==> config.mk <==
export PLATFORM = sky130hd
export DESIGN_NAME = wb_regfile
export DESIGN_NICKNAME = d
export VERILOG_FILES = /design/src/rtl/wb_regfile.sv
export SDC_FILE = /design/constraint.sdc
export NUM_CORES = 2
export LEC_CHECK = 0
export BUFFER_PORTS_ARGS = -buffer_cell sky130_fd_sc_hd__buf_2
export CELL_PAD_IN_SITES_DETAIL_PLACEMENT = 1
export CELL_PAD_IN_SITES_GLOBAL_PLACEMENT = 2
export CORE_MARGIN = 5
export CORE_UTILIZATION = 47
export CTS_BUF_LIST = sky130_fd_sc_hd__clkbuf_8
export CTS_CLUSTER_DIAMETER = 150
export DETAILED_ROUTE_END_ITERATION = 12
export GPL_TIMING_DRIVEN = 0
export PLACE_DENSITY_LB_ADDON = 0.1
export REMOVE_ABC_BUFFERS = 1
export SLEW_MARGIN = 20
export SYNTH_ARGS = -nofsm -noshare
export SYNTH_HDL_FRONTEND = slang
export SYNTH_SLANG_ARGS = --single-unit
==> constraint.sdc <==
create_clock -name clk -period 5.2 [get_ports clk]
set_input_delay 0.26 -clock clk [delete_from_list [all_inputs] [get_ports clk]]
set_output_delay 0.26 -clock clk [all_outputs]
set_load 0.05 [all_outputs]
==> src/rtl/wb_regfile.sv <==
// Writeback-stage register file: 32 GPRs plus HI/LO, committed on the rising edge,
// with two bypassed combinational GPR read ports and a bypassed HI/LO read port.
module wb_regfile #(
  parameter int DATA_W   = 32,
  parameter int ADDR_W   = 5,
  parameter int NUM_REGS = 32
) (
  input  logic              clk,
  input  logic              rst,
  input  logic              we,
  input  logic [ADDR_W-1:0] waddr,
  input  logic [DATA_W-1:0] wdata,
  input  logic              whilo,
  input  logic [DATA_W-1:0] hi_i,
  input  logic [DATA_W-1:0] lo_i,
  input  logic              re1,
  input  logic [ADDR_W-1:0] raddr1,
  output logic [DATA_W-1:0] rdata1,
  input  logic              re2,
  input  logic [ADDR_W-1:0] raddr2,
  output logic [DATA_W-1:0] rdata2,
  output logic [DATA_W-1:0] hi_o,
  output logic [DATA_W-1:0] lo_o
);

  logic [DATA_W-1:0] regs [NUM_REGS];
  logic [DATA_W-1:0] hi_q;
  logic [DATA_W-1:0] lo_q;

  // NOTE: the whole array is cleared on reset because software relies on every
  // GPR starting at 0; this keeps it out of block RAM, which is acceptable at 32 entries.
  // NOTE: non-blocking assignments so every reader in this edge sees pre-edge state.
  always_ff @(posedge clk) begin
    if (rst) begin
      for (int i = 0; i < NUM_REGS; i++) regs[i] <= '0;
      hi_q <= '0;
      lo_q <= '0;
    end else begin
      if (we && waddr != '0) regs[waddr] <= wdata;
      if (whilo) begin
        hi_q <= hi_i;
        lo_q <= lo_i;
      end
    end
  end

  // NOTE: each output gets a default first so no path through the priority chain
  // can leave it unassigned and infer a latch.
  always_comb begin
    rdata1 = '0;
    if (rst || raddr1 == '0)              rdata1 = '0;
    else if (re1 && we && raddr1 == waddr) rdata1 = wdata;
    else if (re1)                          rdata1 = regs[raddr1];
  end

  always_comb begin
    rdata2 = '0;
    if (rst || raddr2 == '0)              rdata2 = '0;
    else if (re2 && we && raddr2 == waddr) rdata2 = wdata;
    else if (re2)                          rdata2 = regs[raddr2];
  end

  // HI/LO bypass lets a mult/div result in writeback feed mfhi/mflo in the same cycle.
  always_comb begin
    hi_o = hi_q;
    lo_o = lo_q;
    if (rst) begin
      hi_o = '0;
      lo_o = '0;
    end else if (whilo) begin
      hi_o = hi_i;
      lo_o = lo_i;
    end
  end

endmodule

======== Yosys cells after proc, flatten, opt, wreduce, memory -nomap -nowiden ========
Memory sizes are Yosys's and may differ from the RTL's.
Index checks and enable logic that the tools add are counted.
storage, ports and cells
  flip-flop bits (word level) ............. 64
  RAM bits ................................ 1024
  bits of input ports ..................... 117
  output and inout port bits .............. 128
  logic and storage cells ................. 34
  memories ................................ 1
memories
  memory  depth  bits a word  read ports  clocked after Yosys merged registers in  write ports  RTL line  source
  regs    32     32           2           0                                        32           26        logic [DATA_W-1:0] regs [NUM_REGS];
cells by class
  eq/ne operators ......................... 2
  mux-type cells .......................... 18
  reduce and logical (&&, ||, !) cells .... 11
operator list
  kind                 number
  2-to-1 mux 32 bit    11
  OR reduction 32 bit  1
  == test 5 bit        2
  logical NOT 5 bit    2
  2-to-1 mux 1 bit     6
  logical AND 1 bit    5
  2-to-1 mux 5 bit     1
  nonzero test 5 bit   1
  logical OR 1 bit     2

======== Longest topological paths before layout ========
  depth after elaboration ................. 7
  gate-level depth with buffers ........... 10
  depth with buffers taken out ............ 5

======== Least setup slack after synthesis ========
No wires, ideal clock.
  path kind ............................... input -> register
  start ................................... input port waddr[2]
  end ..................................... memory regs[20][0], enable pin
  arrival time ............................ 3.474 ns
  setup slack ............................. 1.260 ns
  stages on the path ...................... 7
  cells stage by stage .................... buf_2 -> or3_1 -> buf_2 -> nand3b_1 -> buf_2 -> clkbuf_1 -> o21ai_0
RTL lines
  element             RTL line  source
  start: declaration  11        input logic [ADDR_W-1:0] waddr,
  end: declaration    26

======== Worst setup path in the final report ========
  start ................................... input port rst
  end ..................................... output port rdata1[17]
between the ends
  cells in the longest elaborated chain, start to end .. 2
RTL lines
  element             RTL line  source
  start: declaration  9         input logic rst,
  logical OR 1 bit    51        if (rst || raddr1 == '0) rdata1 = '0;
  2-to-1 mux 32 bit   51
  end: declaration    18        output logic [DATA_W-1:0] rdata1,
No other way between the ends.

==> summary by stage <==
Critical path
The largest fanout of any net on the critical path is 80. The worst register-to-register path has a depth of 4. The data arrival time of the critical path is 4.76 ns. The data required time at the worst endpoint is 4.94 ns. The minimum setup slack among reg-to-reg paths is 3.30 ns. The nature of the critical path endpoint is an output port.

The kind of critical path is input port to output port. The category of the worst setup path launch point is an input port.

Yosys
By area the synthesized netlist is led by edfxtp_1 (54%), mux4_2 (19%), and2_1 (11%). For this run, the leading register cell type out of synthesis is edfxtp_1. The post-synthesis cell type count is 49. The flop and latch count out of synthesis is 1088.

In the synthesized netlist the async set-or-reset flop fraction comes to 0%. The top cell type by total area after synthesis is edfxtp_1. The count of yosys warnings during synthesis is 0. The top cell type by area accounts for 53.7% of the synthesized area. Counting every instance in the synthesized netlist gives 3857. Summing the sequential cell areas from Yosys gives 56.0% of the chip area. After synthesis the cells add up to 57200 um2. In this run the mean area of a mapped cell was 14.8 um2.

The count of flip-flops with a built-in enable after synthesis is 1024.

Drt
The total wirelength of the detailed-routed design is 205 mm. In the routed layout, each cell is associated on average with a via count of 6.47. The count of routing violations after the opening detailed-route iteration is 4074.

The final routed DRC violation total is 0. The number of iterations in the first detailed-routing pass is 6. The number of vias in the routed layout is 38500. The routed wire length per instance is 34.5 um. The number of nets still failing antenna checks after routing is 0.

STA
The clock period minus final worst setup slack is 5.02 ns. The number of failing hold endpoints at the final stage is 0. The remaining max-slew budget at the tightest pin is 22.2%. The worst setup margin is 0.177 ns. The post-route clock period utilization is 96.6%. The worst hold slack across all endpoints is 0.0988 ns. The final setup skew is 0 ns. The number of setup violations in the final report is 0. The highest attainable clock frequency is 199 MHz. The count of pins over their slew limit is 0. Setup repair after global routing left no endpoint under its margin. At the pin with the least slew margin, the transition time is 1.17 ns.

Flow run
The max-cap violation count is 0.

Placed design
Prior to clock tree synthesis, the placed netlist has a worst setup slack of 0.810 ns. Port buffering added 244 buffers. Detailed placement finished with a half-perimeter wire length of 133 mm. The cell total after placement is 5478. The congestion estimate from routability-driven global placement came to 0.823.

Clock tree
In this run the post-CTS setup repair buffer count came out at 0. CTS built an H-tree with a depth of 4. The TritonCTS clock tree is built. In this run the deepest clock path goes through 3 buffers. The buffer type at the clock tree root is clkbuf_8.

The clock input transition at the sequential cells of the worst setup and hold paths is 0.06 ns. For the worst-skew pair, the clock arrives at the later sink with an insertion delay of 0.87 ns. Counting every sink on the clock net gives 1088. The number of buffers inserted during clock tree synthesis is 190. In this run, post-CTS hold repair placed 137 buffers. The number of instances resized during post-cts repair is 0.

Final layout
Of the cells placed in the final design, the portion with a size suffix greater than 1 is 28.8%. After the last flow step, the layout net total stands at 4299. Once layout is complete, the cells apart from fillers number 5956. The area growth from synthesis to layout is 19.0%. The commonest non-fill, non-tap cell in the layout is edfxtp_1. The library cells used most frequently in the layout, excluding fill and tap cells, are edfxtp_1 (1024), and2_1 (1020), mux4_2 (481), buf_2 (233), clkbuf_8 (202).

Die
Once the floorplan was initialized, standard cells occupied 47.2% of the core. From left edge to right edge, the die measures 359 um. In this run the standard cell core region covers 121000 um2. The floorplan die area is 129000 um2. The chip height is 359 um. The placement row count is 128.

The number of top-level pins is 245.

Run status
The run finished with clean final reports.

Global routing
The pin count of the biggest net entering global routing is 81. The number of antenna violations at the first check in global routing came to 14. The number of global-route vias before repair is 41500. The global-route wire length before repair is 293 mm. The global-route total usage across every layer is 31.4%.

The total congestion overflow is 0.

Power
The power per unit of standard cell area is 305 nW/um2. VDD sags by at most 0.260 mV. The leakage power of the design is 24.2 nW.

Worst hold path
The number of cells on the worst hold path is 2. The worst hold path belongs to the class input port to register.
-- stage by stage --
| step | instance area [um2] | setup TNS [ns] | util [%] | power (mW) |
|---|---|---|---|---|
| floorplan | 55500 | 0 | - | 11.9 |
| global placement | 58800 | -4385.73 | 48.4 | 13.3 |
| detailed placement | 63300 | 0 | 52.1 | 13.3 |
| CTS | 68100 | 0 | 56.1 | 20.9 |
| global route | 68100 | 0 | 56.1 | 21.5 |
| finish | 68100 | 0 | 56.1 | 20.8 |
-- final timing paths --
| check | start | end |
|---|---|---|
| setup / recovery | rst | rdata1[17] |
| hold / removal | wdata[3] | regs[13][3] |
| setup reg to reg | hi_q[4] | hi_q[4] |
| hold reg to reg | hi_q[0] | hi_q[0] |
-- state kept, by name, indices dropped and copies added (netlist names) --
name / count
hi_q: 32
lo_q: 32
regs: 1024
-- cells by family (layout without fill, tap and decap cells) --
kind of cell	after synthesis	after routing	synth area share [%]
flops	1088	1088	56.0
simple gates	1212	1212	12.7
other cells	1	41	0.00655
xor+xnor	10	10	0.153
buf+inv	433	867	3.27
mux	701	701	22.9
compound gates	412	412	5.03
-- where the power goes --
part	switching [mW]	internal (mW)
Combinational	1.73	1.27
Clock	3.66	3.80
Sequential	0.244	10.1
Total	5.63	15.1
-- worst max-delay path: stages --
cell,delay (ns)
dlygate4sd3_1,0.55
buf_6,0.21
buf_16,0.24
inv_4,0.74
o21ai_1,0.32
a311o_2,0.75
buf_16,0.30
a211o_1,0.29
o2bb2ai_1,0.56
buf_2,0.38
-- cell type report --
cell class,instances,area (um2)
antenna,9,22.5
clock buffer,202,2780
clock inverter,130,686
fill,11400,53300
inverter,7,30.0
multi-input combinational,2367,24100
sequential,1088,32000
tap,1625,2030
timing repair buffer,528,6400
-- per-layer routing --
metal	share of wire (%)	track usage (%)
met2	48	51.5
met5	0	0
met3	9.0	5.91
met4	4.8	13.7
met1	38	41.4
-- synthesized netlist by cell type, drive strengths merged, types with 29 or more instances --
cell and instances:
a211o 30, a211oi 61, a21oi 89, a22o 30, a22oi 35, and2 1020, buf 133, clkbuf 293
dfxtp 64, edfxtp 1024, mux2 63, mux2i 157, mux4 481, nor2 106, nor3 34, o21ai 33
o221ai 29, o22ai 61, o2bb2ai 32
No activity file was read; power rests on OpenSTA's default activity.
